==> config.mk <==
export PLATFORM = sky130hd
export DESIGN_NAME = time_entry_parser_flat
export DESIGN_NICKNAME = d
export VERILOG_FILES = /design/src/rtl/time_entry_if.sv /design/src/rtl/time_entry_parser.sv /design/src/flat_wrapper.sv
export SDC_FILE = /design/constraint.sdc
export NUM_CORES = 1
export LEC_CHECK = 0
export ABC_AREA = 1
export BUFFER_PORTS_ARGS = -buffer_cell sky130_fd_sc_hd__buf_2
export CAP_MARGIN = 20
export CORE_MARGIN = 3
export CORE_UTILIZATION = 65
export CTS_CLUSTER_DIAMETER = 150
export DETAILED_ROUTE_END_ITERATION = 10
export PLACE_DENSITY = 0.87
export SYNTH_ARGS = -nofsm -noshare
export SYNTH_HDL_FRONTEND = slang
export SYNTH_SLANG_ARGS = --single-unit
==> constraint.sdc <==
create_clock -name clock -period 15.8 [get_ports clock]
set_input_delay 0 -clock clock [delete_from_list [all_inputs] [get_ports clock]]
set_output_delay 0 -clock clock [all_outputs]
set_load 0.05 [all_outputs]
==> src/rtl/time_entry_if.sv <==
// time_entry_if
//   Bundles the character input handshake and the timestamp outputs of the
//   clock-command parser.
//
// Handshake: in_char is transferred on a rising clock edge where both
// in_valid and in_ready are high. While in_valid is high and in_ready is low,
// the sender holds in_char stable. in_ready does not depend on in_valid.
//
//   in_char     [7:0]  ASCII character from sender
//   in_valid           in_char is valid
//   in_ready           parser can accept this cycle
//   set_flag           one-cycle pulse: load set_time into the counter
//   set_time    [16:0] last committed T timestamp
//   alarm_flag         alarm enable level
//   alarm_time  [16:0] last committed A timestamp
//   cmd_error          one-cycle pulse on a malformed command
//
//   master: character sender / timestamp consumer
//   slave : the parser
interface time_entry_if;
  logic [7:0]  in_char;
  logic        in_valid;
  logic        in_ready;
  logic        set_flag;
  logic [16:0] set_time;
  logic        alarm_flag;
  logic [16:0] alarm_time;
  logic        cmd_error;

  modport master (
    output in_char, in_valid,
    input  in_ready, set_flag, set_time, alarm_flag, alarm_time, cmd_error
  );

  modport slave (
    input  in_char, in_valid,
    output in_ready, set_flag, set_time, alarm_flag, alarm_time, cmd_error
  );
endinterface

==> src/rtl/time_entry_parser.sv <==
// time_entry_parser
//   Turns typed clock commands ("Thh:mm:ssXM", "Ahh:mm:ssXM", "E", "D", each
//   ended by TERM_CHAR) into seconds-since-midnight timestamps that drive the
//   counter's set port and the alarm block.
//
//   clock      single design clock, posedge
//   reset      synchronous, active-high
//   bus        time_entry_if.slave: character handshake in, timestamps out
//   state_dbg  current FSM state encoding, for observation only
module time_entry_parser #(
  parameter logic [7:0]  TERM_CHAR   = 8'h0A,
  parameter logic [7:0]  IGNORE_CHAR = 8'h0D,
  parameter int unsigned COUNTER_MAX = 86399
) (
  input  logic        clock,
  input  logic        reset,
  time_entry_if.slave bus,
  output logic [3:0]  state_dbg
);

  localparam logic [16:0] MAX_TS = 17'(COUNTER_MAX);

  typedef enum logic [3:0] {
    S_IDLE, S_H1, S_H0, S_C1, S_M1, S_M0, S_C2, S_S1, S_S0,
    S_AP, S_MCH, S_TERM, S_FLAG_TERM, S_COMMIT, S_ERROR
  } state_t;

  typedef enum logic [1:0] {K_T, K_A, K_E, K_D} kind_t;

  state_t      state;
  state_t      next_state;
  kind_t       kind;
  logic [3:0]  hour_r;
  logic [5:0]  min_r;
  logic [5:0]  sec_r;
  logic        pm_r;
  logic        set_flag_r;
  logic [16:0] set_time_r;
  logic        alarm_flag_r;
  logic [16:0] alarm_time_r;
  logic        cmd_error_r;

  logic [7:0]  c;
  logic [3:0]  d;
  logic        is_digit;
  logic        accept;
  logic        char_ok;
  logic [4:0]  hour_acc;
  logic [5:0]  min_acc;
  logic [5:0]  sec_acc;
  logic [4:0]  h24;
  logic [16:0] value;
  logic [16:0] value_safe;

  assign c        = bus.in_char;
  assign d        = c[3:0];          // low nibble of '0'..'9' is the digit
  assign is_digit = (c >= "0") && (c <= "9");
  assign accept   = bus.in_valid && bus.in_ready;

  // Tens digit is already held in the field register when the units arrive.
  assign hour_acc = {1'b0, hour_r} * 5'd10 + {1'b0, d};
  assign min_acc  = min_r * 6'd10 + {2'b0, d};
  assign sec_acc  = sec_r * 6'd10 + {2'b0, d};

  // 12 AM is hour 0, 12 PM is hour 12.
  assign h24   = ((hour_r == 4'd12) ? 5'd0 : {1'b0, hour_r}) + (pm_r ? 5'd12 : 5'd0);
  assign value = ({12'd0, h24} * 17'd60 + {11'd0, min_r}) * 17'd60 + {11'd0, sec_r};
  // Field checks already keep value in range; the clamp is a backstop.
  assign value_safe = (value > MAX_TS) ? MAX_TS : value;

  // Legality and successor for the fixed-position field states.
  always_comb begin
    char_ok    = 1'b0;
    next_state = state;
    case (state)
      S_H1:        begin char_ok = is_digit && (d <= 4'd1);                next_state = S_H0;     end
      S_H0:        begin char_ok = is_digit && (hour_acc >= 5'd1) && (hour_acc <= 5'd12);
                                                                             next_state = S_C1;     end
      S_C1:        begin char_ok = (c == ":");                             next_state = S_M1;     end
      S_M1:        begin char_ok = is_digit && (d <= 4'd5);                next_state = S_M0;     end
      S_M0:        begin char_ok = is_digit;                               next_state = S_C2;     end
      S_C2:        begin char_ok = (c == ":");                             next_state = S_S1;     end
      S_S1:        begin char_ok = is_digit && (d <= 4'd5);                next_state = S_S0;     end
      S_S0:        begin char_ok = is_digit;                               next_state = S_AP;     end
      S_AP:        begin char_ok = (c == "A") || (c == "P");               next_state = S_MCH;    end
      S_MCH:       begin char_ok = (c == "M");                             next_state = S_TERM;   end
      S_TERM:      begin char_ok = (c == TERM_CHAR);                       next_state = S_COMMIT; end
      S_FLAG_TERM: begin char_ok = (c == TERM_CHAR);                       next_state = S_COMMIT; end
      default:     ;
    endcase
  end

  always_ff @(posedge clock) begin
    if (reset) begin
      state        <= S_IDLE;
      kind         <= K_T;
      hour_r       <= '0;
      min_r        <= '0;
      sec_r        <= '0;
      pm_r         <= 1'b0;
      set_flag_r   <= 1'b0;
      set_time_r   <= '0;
      alarm_flag_r <= 1'b0;
      alarm_time_r <= '0;
      cmd_error_r  <= 1'b0;
    end else begin
      set_flag_r  <= 1'b0;
      cmd_error_r <= 1'b0;
      if (state == S_COMMIT) begin
        state <= S_IDLE;
      end else if (accept && (c != IGNORE_CHAR)) begin
        case (state)
          S_IDLE: begin
            if (c == "T" || c == "A") begin
              kind  <= (c == "T") ? K_T : K_A;
              state <= S_H1;
            end else if (c == "E" || c == "D") begin
              kind  <= (c == "E") ? K_E : K_D;
              state <= S_FLAG_TERM;
            end else if (c != TERM_CHAR) begin
              cmd_error_r <= 1'b1;
              state       <= S_ERROR;
            end
          end
          S_ERROR: begin
            if (c == TERM_CHAR) state <= S_IDLE;
          end
          default: begin
            if (char_ok) begin
              state <= next_state;
              case (state)
                S_H1:   hour_r <= d;
                S_H0:   hour_r <= hour_acc[3:0];
                S_M1:   min_r  <= {2'b0, d};
                S_M0:   min_r  <= min_acc;
                S_S1:   sec_r  <= {2'b0, d};
                S_S0:   sec_r  <= sec_acc;
                S_AP:   pm_r   <= (c == "P");
                // Results land with the COMMIT state, one cycle after TERM_CHAR.
                S_TERM: begin
                  if (kind == K_T) begin
                    set_time_r <= value_safe;
                    set_flag_r <= 1'b1;
                  end else begin
                    alarm_time_r <= value_safe;
                  end
                end
                S_FLAG_TERM: alarm_flag_r <= (kind == K_E);
                default: ;
              endcase
            end else begin
              // A terminator inside a command also closes it.
              cmd_error_r <= 1'b1;
              state       <= (c == TERM_CHAR) ? S_IDLE : S_ERROR;
            end
          end
        endcase
      end
    end
  end

  assign bus.in_ready   = !reset && (state != S_COMMIT);
  assign bus.set_flag   = set_flag_r;
  assign bus.set_time   = set_time_r;
  assign bus.alarm_flag = alarm_flag_r;
  assign bus.alarm_time = alarm_time_r;
  assign bus.cmd_error  = cmd_error_r;
  assign state_dbg      = state;

endmodule

==> src/flat_wrapper.sv <==
// flat-port wrapper written by rule: the top's interface ports become plain ports
module time_entry_parser_flat 
#(
  parameter logic [7:0]  TERM_CHAR   = 8'h0A,
  parameter logic [7:0]  IGNORE_CHAR = 8'h0D,
  parameter int unsigned COUNTER_MAX = 86399
)
  (clock, reset, state_dbg, bus_in_char, bus_in_valid, bus_in_ready, bus_set_flag, bus_set_time, bus_alarm_flag, bus_alarm_time, bus_cmd_error);
  time_entry_if bus_i ();
  input  logic clock;
  input  logic reset;
  output logic [3:0] state_dbg;
  input wire logic [$bits(bus_i.in_char)-1:0] bus_in_char;
  input wire logic [$bits(bus_i.in_valid)-1:0] bus_in_valid;
  output wire logic [$bits(bus_i.in_ready)-1:0] bus_in_ready;
  output wire logic [$bits(bus_i.set_flag)-1:0] bus_set_flag;
  output wire logic [$bits(bus_i.set_time)-1:0] bus_set_time;
  output wire logic [$bits(bus_i.alarm_flag)-1:0] bus_alarm_flag;
  output wire logic [$bits(bus_i.alarm_time)-1:0] bus_alarm_time;
  output wire logic [$bits(bus_i.cmd_error)-1:0] bus_cmd_error;
  assign bus_i.in_char = bus_in_char;
  assign bus_i.in_valid = bus_in_valid;
  assign bus_in_ready = bus_i.in_ready;
  assign bus_set_flag = bus_i.set_flag;
  assign bus_set_time = bus_i.set_time;
  assign bus_alarm_flag = bus_i.alarm_flag;
  assign bus_alarm_time = bus_i.alarm_time;
  assign bus_cmd_error = bus_i.cmd_error;
  time_entry_parser #(.TERM_CHAR(TERM_CHAR), .IGNORE_CHAR(IGNORE_CHAR), .COUNTER_MAX(COUNTER_MAX)) u_core (.clock(clock), .reset(reset), .bus(bus_i), .state_dbg(state_dbg));
endmodule
==> results of run 1 <==
-- timing repair --
action / CTS / global route
hold buffers: 1 / 0
buffers inserted: 0 / 0
endpoints found under the hold margin: 5 / 0
-- placed cells by master (no fill, tap or decap), types with 4 or more instances in the layout --
cell,n
nand2_1,181
inv_1,174
nor2_1,78
nand3_1,62
dfxtp_1,60
ha_1,56
buf_2,52
o21ai_0,51
a21oi_1,49
fa_1,25
xor2_1,23
o21a_1,18
xnor2_1,15
clkbuf_8,9
a31oi_1,6
nand4_1,6
o211ai_1,6
a211oi_1,5
or2_2,5
nor2_2,4
-- power breakdown --
part / internal, mW / switching [mW]
Clock: 0.0898 / 0.0679
Combinational: 0.00938 / 0.0258
Sequential: 0.152 / 0.00114
Total: 0.251 / 0.0948
-- cells by family (layout without fill, tap and decap cells) --
kind of cell	after synthesis	in the layout	share of synthesized area
XOR/XNOR	38	38	0.0570
flip-flops	60	60	0.206
AND/OR/NAND/NOR	352	352	0.256
adder cells (fa/ha/maj)	81	81	0.206
AO/OA/AOI/OAI	150	150	0.149
buffers and inverters	192	247	0.127
-- state kept, by name, indices dropped and copies added (netlist names) --
register / flops
u_core.bus.set_flag: 1
u_core.state_dbg: 4
u_core.bus.set_time: 17
u_core.bus.alarm_time: 17
u_core.hour_r: 4
u_core.min_r: 6
u_core.sec_r: 6
u_core.bus.cmd_error: 1
u_core.kind: 2
u_core.pm_r: 1
u_core.bus.alarm_flag: 1
-- tightest hold or removal path, cell delays in order --
cell and delay, ps:
buf_2 140, inv_1 110, a21oi_1 70
-- worst paths after layout --
check,from,end,depth (start not counted)
setup / recovery,u_core.hour_r[1]$_SDFFE_PP0P_,u_core.bus.alarm_time[3]$_SDFFE_PP0P_,41
hold / removal,bus_in_char[0],u_core.sec_r[0]$_SDFFE_PP0P_,3
setup reg to reg,u_core.hour_r[1]$_SDFFE_PP0P_,u_core.bus.alarm_time[3]$_SDFFE_PP0P_,41
hold reg to reg,u_core.bus.alarm_flag$_SDFFE_PP0P_,u_core.bus.alarm_flag$_SDFFE_PP0P_,2
-- layout make-up --
cell class	count	area, sq um
Inverter	175	657
Multi-Input combinational cell	621	3900
Sequential cell	60	1200
Clock buffer	9	124
Fill cell	646	2050
Tap cell	105	131
Clock inverter	7	100
Timing Repair Buffer	56	300
-- routing by layer --
metal  vias up  global-route usage  wire (microns)
met5         -                   0               0
met4         0              0.0777             184
met3        20              0.0505             720
met2       177               0.488            6660
met1      2566               0.346            5720
li1       2870                   -               -
-- metrics by stage --
stage / instance area (sq um) / total power [mW] / worst slack (ps) / utilization
after global routing: 6410 / 0.359 / 7040 / 0.758
after detailed placement: 6170 / 0.191 / 7990 / 0.728
after CTS: 6400 / 0.347 / 7940 / 0.756
final: 6410 / 0.346 / 7930 / 0.758
after floorplan: 5840 / 0.181 / 8860 / -
after global placement: 6170 / 0.190 / 8180 / 0.728
==> out/summary.md, run 1 <==
- **outcome** finished, final reports clean
- **Worst EP arrival** 8120 ps
- **Commonest cells post-synth** nand2_1, inv_1, nor2_1
- **vertical die dimension** 101 microns
- **clock latency on the worst-skew pair** 340 ps
- **via total after detailed routing** 5633
- **Num Clock Sinks** 60
- **layout net count** 1015
- **fraction of registers with async set/reset** 0
- **quantity of gates resized following cts** 0
- **largest net degree at the start of global routing** 48
- **HP Class** input pin to flip-flop
- **first-pass GRT wire length** 23500 microns
- **slowest stage cell, crit path** fa_1
- **maximum operating frequency** 127 MHz
- **worst-case hold slack** 26.3 ps
- **worst-case clock skew** 11.7 ps
- **setup repair after global routing missed its margin** false
- **register area share after synthesis** 0.206
- **final number of hold-violating endpoints** 0
- **leading post-synthesis cells by cell area** dfxtp_1, ha_1, nand2_1
- **die area** 0.0102 sq mm
- **FF+latch count, synth** 60
- **drt pass-1 iters** 5
- **main flop type after synthesis** dfxtp_1
- **post-detailed-route wirelength per cell** 12.9 microns
- **master cell of the clock root buffer** clkbuf_8
- **unique cell type count in the Yosys netlist** 39
- **clock-pin slew on the worst setup and hold paths** 80 ps
- **Top Ports** 53
- **Critical Path Fanout Max** 23
- **die width** 101 microns
- **Setup Viol. Count Final** 0
- **number of non-filler instances in the completed layout** 1033
- **Pleak** 3.61 nW
- **Placed Cells incl. Taps** 1015
- **Slew Limit Fails** 0
- **delay of the slowest critical-path stage** 530 ps
- **Max transition margin** 0.523
- **number of synthesized flops with an enable pin** 0
- **worst voltage drop across the vdd grid** 0.0535 mV
- **final period utilization** 0.498
- **antenna fix cells** 0
- **CORE AREA** 0.00846 sq mm
- **mean area per synthesized cell** 6.69 sq um
- **Critical Path RT** 16040 ps
- **initial antenna violation count** 0
- **floorplan row count** 33
- **global-route total usage across every layer** 0.277
- **max-cap viol count** 0
- **Worst setup SP type** flip-flop
- **slack of the worst reg-to-reg path** 7930 ps
- **global placer's final weighted congestion** 0.945
- **maximum root-to-sink buffer count** 2
- **clock tree from TritonCTS** built
- **Worst-Margin Slew** 713 ps
- **cell family with most CP delay** adder cells
- **most area-hungry cell type in the Yosys netlist** dfxtp_1
- **Netlist Area Pre-Place** 0.00584 sq mm
- **post-synth net total** 965
- **overflow left after global routing** 0
- **most instantiated library cell after synthesis** nand2_1
- **number of buffers and inverters on the critical path** 10
- **synthesis-to-layout area growth** 9.81%
- **number of H-tree levels** 3
- **placed wire-length estimate after detailed placement** 10200 microns
- **Synth warnings** 0
- **instance count of the mapped netlist** 873
- **number of buffers created by CTS** 9
- **Total Routed Length** 13300 microns
- **share of Yosys cell area claimed by the top area cell type** 0.206
- **post-layout minimum cycle time** 7870 ps
- **detailed-route DRC error count** 0
- **via count of the first global-routing pass** 5545
- **share of final-layout standard cells stronger than drive strength 1** 0.0970
- **CP Class** flip-flop to flip-flop
- **Starting DRT DRC Count** 286
- **Pwr Density** 54.0 mW/mm^2
- **Via density** 5.45
- **starting density of the core** 0.690
- **crit end category** flip-flop
- **setup tns final** 0 ps
- **Post-DRT Antenna Nets** 0
- **I/O Buffers** 52
Power figures use the tool's default switching activity.
==> inputs of run 2 (changes only) <==
Settings changed: CORE_UTILIZATION 65 to 55, PLACE_DENSITY 0.87 to 0.79.
Clock period 15.8 ns to 6.38 ns, I/O delays scaled along.
==> run 2 against run 1 <==
Net effect: the flow now finishes with violations (negative setup slack); critical path depth is 1 higher; final area is 18% higher; via count is 7.6% higher; critical path type unchanged; largest cell class unchanged.
==> out/summary.md, run 2 (synthesis gave the netlist of run 1 again) <==
- **design internal power** 590 uW, +130%
- **crit end category** flip-flop
- **worst voltage drop across the vdd grid** 0.147 mV, +170%
- **Top Ports** 53, unchanged
- **Slew Limit Fails** 0, unchanged
- **Critical Path Fanout Max** 6, -74%
- **antenna fix cells** 0, unchanged
- **overflow left after global routing** 0, unchanged
- **die width** 109 microns, +8.2%
- **number of H-tree levels** 3, unchanged
- **Worst-Margin Slew** 593 ps, -120 ps
- **source of the critical timing path** u_core.hour_r[1]$_SDFFE_PP0P_
- **Worst EP arrival** 7140 ps, -980 ps
- **global-route total usage across every layer** 0.253, -0.0235
- **largest net degree at the start of global routing** 45, -6.3%
- **slowest stage cell, crit path** fa_1
- **clock latency on the worst-skew pair** 350 ps, about the same
- **CP Class** flip-flop to flip-flop
- **via total after detailed routing** 6060, +7.6%
- **power spent charging and discharging nets** 224 uW, +140%
- **die area** 0.0119 sq mm, +17%
- **Post-DRT Antenna Nets** 0, unchanged
- **max-cap viol count** 0, unchanged
- **Max transition margin** 0.602, +0.0788
- **combinational share of power** 0.112, +0.010
- **FF-to-FF path depth** 42, +2.4%
- **via count of the first global-routing pass** 5811, +4.8%
- **delay of the slowest critical-path stage** 560 ps, +30 ps
- **leading cell type in the layout, fill and taps excluded** inv_1
- **share of final-layout standard cells stronger than drive strength 1** 0.271, +0.174
- **detailed-route DRC error count** 0, unchanged
- **layout net count** 1095, +7.9%
- **first-pass GRT wire length** 24600 microns, +4.6%
- **Critical Path RT** 6630 ps, -9410 ps
- **total of fill cells in the finished design** 700, +8.4%
- **final number of hold-violating endpoints** 0, unchanged
- **maximum root-to-sink buffer count** 2, unchanged
- **starting density of the core** 0.582, -0.109
- **clock-pin slew on the worst setup and hold paths** 70 ps, about the same
- **worst-case hold slack** 43.7 ps, +17.5 ps
- **master cell of the clock root buffer** clkbuf_8
- **Via density** 5.32, -2.5%
- **worst-case setup margin in the final layout** -513 ps, -8440 ps
- **Total Routed Length** 15500 microns, +16%
- **clock tree from TritonCTS** built
- **Pwr Density** 107 mW/mm^2, +99%
- **Num Clock Sinks** 60, unchanged
- **final period utilization** 1.08, +0.582
- **worst-case clock skew** 7.86 ps, -3.81 ps
- **vertical die dimension** 109 microns, +8.2%
- **Starting DRT DRC Count** 443, +55%
- **cell occurring most often along the worst timing path** inv_2
- **number of buffers created by CTS** 9, unchanged
- **sequential fraction of design power** 0.466, +0.023
- **post-layout minimum cycle time** 6890 ps, -981 ps
- **outcome** finished with violations
- **worst flop-to-flop path endpoint** u_core.bus.alarm_time[4]$_SDFFE_PP0P_
- **post-detailed-route wirelength per cell** 13.6 microns, +5.5%
- **slack of the worst reg-to-reg path** -510 ps, -8440 ps
- **post-route standard cell area excluding fillers** 0.00758 sq mm, +18%
- **most frequent cells in the layout** inv_1, nand2_1, buf_4, nor2_1, dfxtp_1
- **maximum operating frequency** 145 MHz, +14%
- **setup repair after global routing missed its margin** true
- **failing checks** negative setup slack
- **HP Class** input pin to flip-flop
- **Pleak** 4.04 nW, +12%
- **part of the power in the clock network** 0.421, -0.034
- **Sw Ratio** 0.275, +0.00151
- **I/O Buffers** 52, unchanged
- **Setup Viol. Count Final** 34, +34
- **synthesis-to-layout area growth** 29.8%
- **placed wire-length estimate after detailed placement** 10600 microns, +3.2%
- **end of the critical path** u_core.bus.alarm_time[4]$_SDFFE_PP0P_
- **Worst setup SP type** flip-flop
- **initial antenna violation count** 0, unchanged
- **drt pass-1 iters** 6, +1
- **cell area reported after detailed placement** 0.00691 sq mm, +12%
- **RR Startpoint** u_core.hour_r[1]$_SDFFE_PP0P_
- **global placer's final weighted congestion** 0.952, +0.82%
- **CORE AREA** 0.0100 sq mm, +19%
- **floorplan row count** 36, +9.1%
## run 2: layout make-up
cell class	count	area, sq um	area share
clock inverters	5	51.3	0.00676
repair buffers	136	963	0.127
well taps	133	166	0.0219
flip-flops and latches	60	1210	0.159
clock buffers	10	138	0.0181
inverters	175	662	0.0873
multi-input cells	621	4400	0.580
## run 2: power by group through the flow
stage	Combinational (mW)	Sequential, mW	Clock [mW]
final	0.0915	0.380	0.343
after global placement	0.0861	0.388	0
after CTS	0.0889	0.380	0.347
after global routing	0.101	0.380	0.362
after floorplan	0.0528	0.397	0
after detailed placement	0.0862	0.388	0
## run 2: worst min path at each step
stage / slack [ps] / to / cells after the start / from
after global placement: 310 / u_core.bus.alarm_flag$_SDFFE_PP0P_ / 2 / reset
after global routing: 30 / u_core.min_r[3]$_SDFFE_PP0P_ / 3 / bus_in_char[3]
after detailed placement: 320 / u_core.bus.alarm_flag$_SDFFE_PP0P_ / 2 / reset
after floorplan: 70 / u_core.hour_r[1]$_SDFFE_PP0P_ / 1 / reset
after CTS: 30 / u_core.min_r[1]$_SDFFE_PP0P_ / 3 / bus_in_char[1]
final: 40 / u_core.min_r[3]$_SDFFE_PP0P_ / 3 / bus_in_char[3]
## run 2: worst max-delay path: cells and delay by family, from the launching register on
kind	cells	cell delay, ps
AO/OA/AOI/OAI	1	300
XOR/XNOR	3	610
adder cells (fa/ha/maj)	9	3170
buffers and inverters	13	930
flip-flops	1	350
AND/OR/NAND/NOR	16	1400
## run 2: routing by layer
metal	routed length, microns	GRT usage	vias up
met5	0	0	-
met1	6390	0.301	2777
met3	814	0.0444	58
met4	481	0.0812	0
met2	7790	0.461	198
li1	-	-	3027
## run 2: stage by stage
| stage | setup TNS [ps] | util | setup WS [ps] | power [mW] | cells |
|---|---|---|---|---|---|
| 2_1_floorplan | -585 | - | -31.4 | 0.450 | 873 |
| 3_3_place_gp | -8540 | 0.688 | -316 | 0.474 | 1107 |
| 3_5_place_dp | -12760 | 0.688 | -444 | 0.474 | 1107 |
| 4_1_cts | -9850 | 0.724 | -348 | 0.815 | 1134 |
| 5_1_grt | -24990 | 0.755 | -837 | 0.843 | 1140 |
| 6_report | -13570 | 0.755 | -513 | 0.814 | 1140 |
## run 2: repair_timing
item,CTS,global route
endpoints found under the setup margin,34,34
setup buffers,9,4
gates resized for setup,17,66
gates cloned,1,1
pin swaps,13,44
hold buffers,3,0
endpoints found under the hold margin,7,0
==> inputs of run 3 (changes only) <==
Settings changed: CTS_CLUSTER_SIZE set to 25, SKIP_CTS_REPAIR_TIMING set to 1.
==> run 3 against run 2 <==
Net effect: the flow still finishes with violations (negative setup slack); count of clock-buffer cells in the layout did not move; hold slack got worse by 23 ps; wire length fell by 4.2%; cell count fell by 0.61%; setup slack improved by 180 ps; clock power barely moved; non-clock buffer count fell by 7; clock skew fell by 0.77 ps; first-iteration DRC count fell by 12%; combinational power fell by 1%; final area fell by 0.84%.
==> out/summary.md, run 3 (synthesis gave the netlist of run 1 again) <==
- **setup repair after global routing missed its margin** true
- **Pwr Density** 108 mW/mm^2, +0.95%
- **setup tns final** -8620 ps, +4950 ps
- **die width** 109 microns, unchanged
- **maximum root-to-sink buffer count** 2, unchanged
- **via total after detailed routing** 5962, -1.6%
- **Via density** 5.26, -1.0%
- **slowest stage cell, crit path** fa_1
- **Critical Path RT** 6630 ps, about the same
- **Starting DRT DRC Count** 389, -12%
- **placed wire-length estimate after detailed placement** 10600 microns, unchanged
- **Worst EP arrival** 6960 ps, -180 ps
- **max-cap viol count** 0, unchanged
- **synthesis-to-layout area growth** 28.7%
- **die area** 0.0119 sq mm, unchanged
- **clock tree from TritonCTS** built
- **final number of hold-violating endpoints** 0, unchanged
- **Slew Limit Fails** 0, unchanged
- **total power** 815 uW, about the same
- **Setup Viol. Count Final** 34, unchanged
- **delay of the slowest critical-path stage** 560 ps, about the same
- **master cell of the clock root buffer** clkbuf_8
- **number of buffers created by CTS** 9, unchanged
- **Num Clock Sinks** 60, unchanged
- **layout net count** 1088, -0.64%
- **outcome** finished with violations
- **clock latency on the worst-skew pair** 350 ps, about the same
- **HP Class** input pin to flip-flop
- **starting density of the core** 0.582, unchanged
- **Worst setup SP type** flip-flop
- **failing checks** negative setup slack
- **via count of the first global-routing pass** 5610, -3.5%
- **I/O Buffers** 52, unchanged
- **first-pass GRT wire length** 23800 microns, -3.5%
- **largest net degree at the start of global routing** 45, unchanged
- **post-layout minimum cycle time** 6710 ps, -181 ps
- **antenna fix cells** 0, unchanged
- **worst-case hold slack** 21.1 ps, -22.6 ps
- **CORE AREA** 0.0100 sq mm, unchanged
- **initial antenna violation count** 0, unchanged
- **worst voltage drop across the vdd grid** 0.170 mV, +16%
- **maximum operating frequency** 149 MHz, +2.7%
- **Max transition margin** 0.718, +0.116
- **global-route total usage across every layer** 0.243, -0.0101
- **Top Ports** 53, unchanged
- **Worst-Margin Slew** 419 ps, -174 ps
- **Critical Path Fanout Max** 6, unchanged
- **share of final-layout standard cells stronger than drive strength 1** 0.256, -0.0151
- **Placed Cells incl. Taps** 1107, unchanged
- **floorplan row count** 36, unchanged
- **final period utilization** 1.05, -0.0284
- **overflow left after global routing** 0, unchanged
- **drt pass-1 iters** 6, unchanged
- **number of H-tree levels** 3, unchanged
- **worst-case clock skew** 7.09 ps, -0.772 ps
- **vertical die dimension** 109 microns, unchanged
- **number of non-filler instances in the completed layout** 1133, -0.61%
- **detailed-route DRC error count** 0, unchanged
- **global placer's final weighted congestion** 0.952, unchanged
- **clock-pin slew on the worst setup and hold paths** 70 ps, about the same
- **CP Class** flip-flop to flip-flop
- **Pleak** 4.05 nW, +0.20%
- **post-detailed-route wirelength per cell** 13.1 microns, -3.6%
- **Post-DRT Antenna Nets** 0, unchanged
- **leading cell type in the layout, fill and taps excluded** nand2_1
- **Total Routed Length** 14800 microns, -4.2%
- **cell occurring most often along the worst timing path** inv_2
- **crit end category** flip-flop
- **most frequent cells in the layout** nand2_1, inv_1, nor2_1, buf_4, dfxtp_1
- **worst-case setup margin in the final layout** -331 ps, +181 ps
-- run 3: cell count changes in the layout (fill, tap and decap cells not counted), sizes merged --
cell         change
buf              -6
clkbuf           +1
dlygate4sd3      -2
-- run 3: path summary, 6_finish.rpt --
kind                                                    startpoint                                   to  slack, ps  cells past startpoint
worst max-delay path                 u_core.hour_r[1]$_SDFFE_PP0P_  u_core.bus.set_time[6]$_SDFFE_PP0P_       -330                     43
worst min-delay path                                bus_in_char[5]             u_core.pm_r$_SDFFE_PP0P_         20                      4
worst max register to register       u_core.hour_r[1]$_SDFFE_PP0P_  u_core.bus.set_time[6]$_SDFFE_PP0P_       -330                     43
worst min register to register  u_core.bus.alarm_flag$_SDFFE_PP0P_   u_core.bus.alarm_flag$_SDFFE_PP0P_        490                      2
-- run 3: stage by stage --
step | util | instance area (sq um) | setup slack, ps
2_1_floorplan | - | 6070 | -31.4
3_3_place_gp | 0.688 | 6910 | -316
3_5_place_dp | 0.688 | 6910 | -444
4_1_cts | 0.707 | 7100 | -487
5_1_grt | 0.749 | 7520 | -650
6_report | 0.749 | 7520 | -331
-- run 3: per-layer routing --
metal  vias to the layer above  global-route usage  part of all wire
met2                       167               0.438              0.50
met3                        39              0.0456             0.047
met4                         0              0.0667             0.024
li1                       3018                   -                 -
met5                         -                   0                 0
met1                      2738               0.295              0.43
-- run 3: report_power, final --
part	internal [mW]	total, mW	leakage [nW]	switching [mW]
Clock	0.187	0.345	0.102	0.158
Combinational	0.0256	0.0905	3.46	0.0649
Sequential	0.377	0.380	0.485	0.00287
-- run 3: area by class of cell --
class / instances / area [sq um]
Inverter: 175 / 662
Multi-Input combinational cell: 621 / 4380
Clock inverter: 5 / 51.3
Sequential cell: 60 / 1210
Timing Repair Buffer: 129 / 912
Clock buffer: 10 / 138
Fill cell: 732 / 2520
Tap cell: 133 / 166
-- run 3: worst max-delay path: cells and delay by family, from the launching register on --
family | cells | cell delay, ps
adder cells (fa/ha/maj) | 9 | 3200
AO/OA/AOI/OAI | 1 | 240
buffers and inverters | 12 | 830
flip-flops | 1 | 350
XOR/XNOR | 2 | 320
AND/OR/NAND/NOR | 19 | 1690
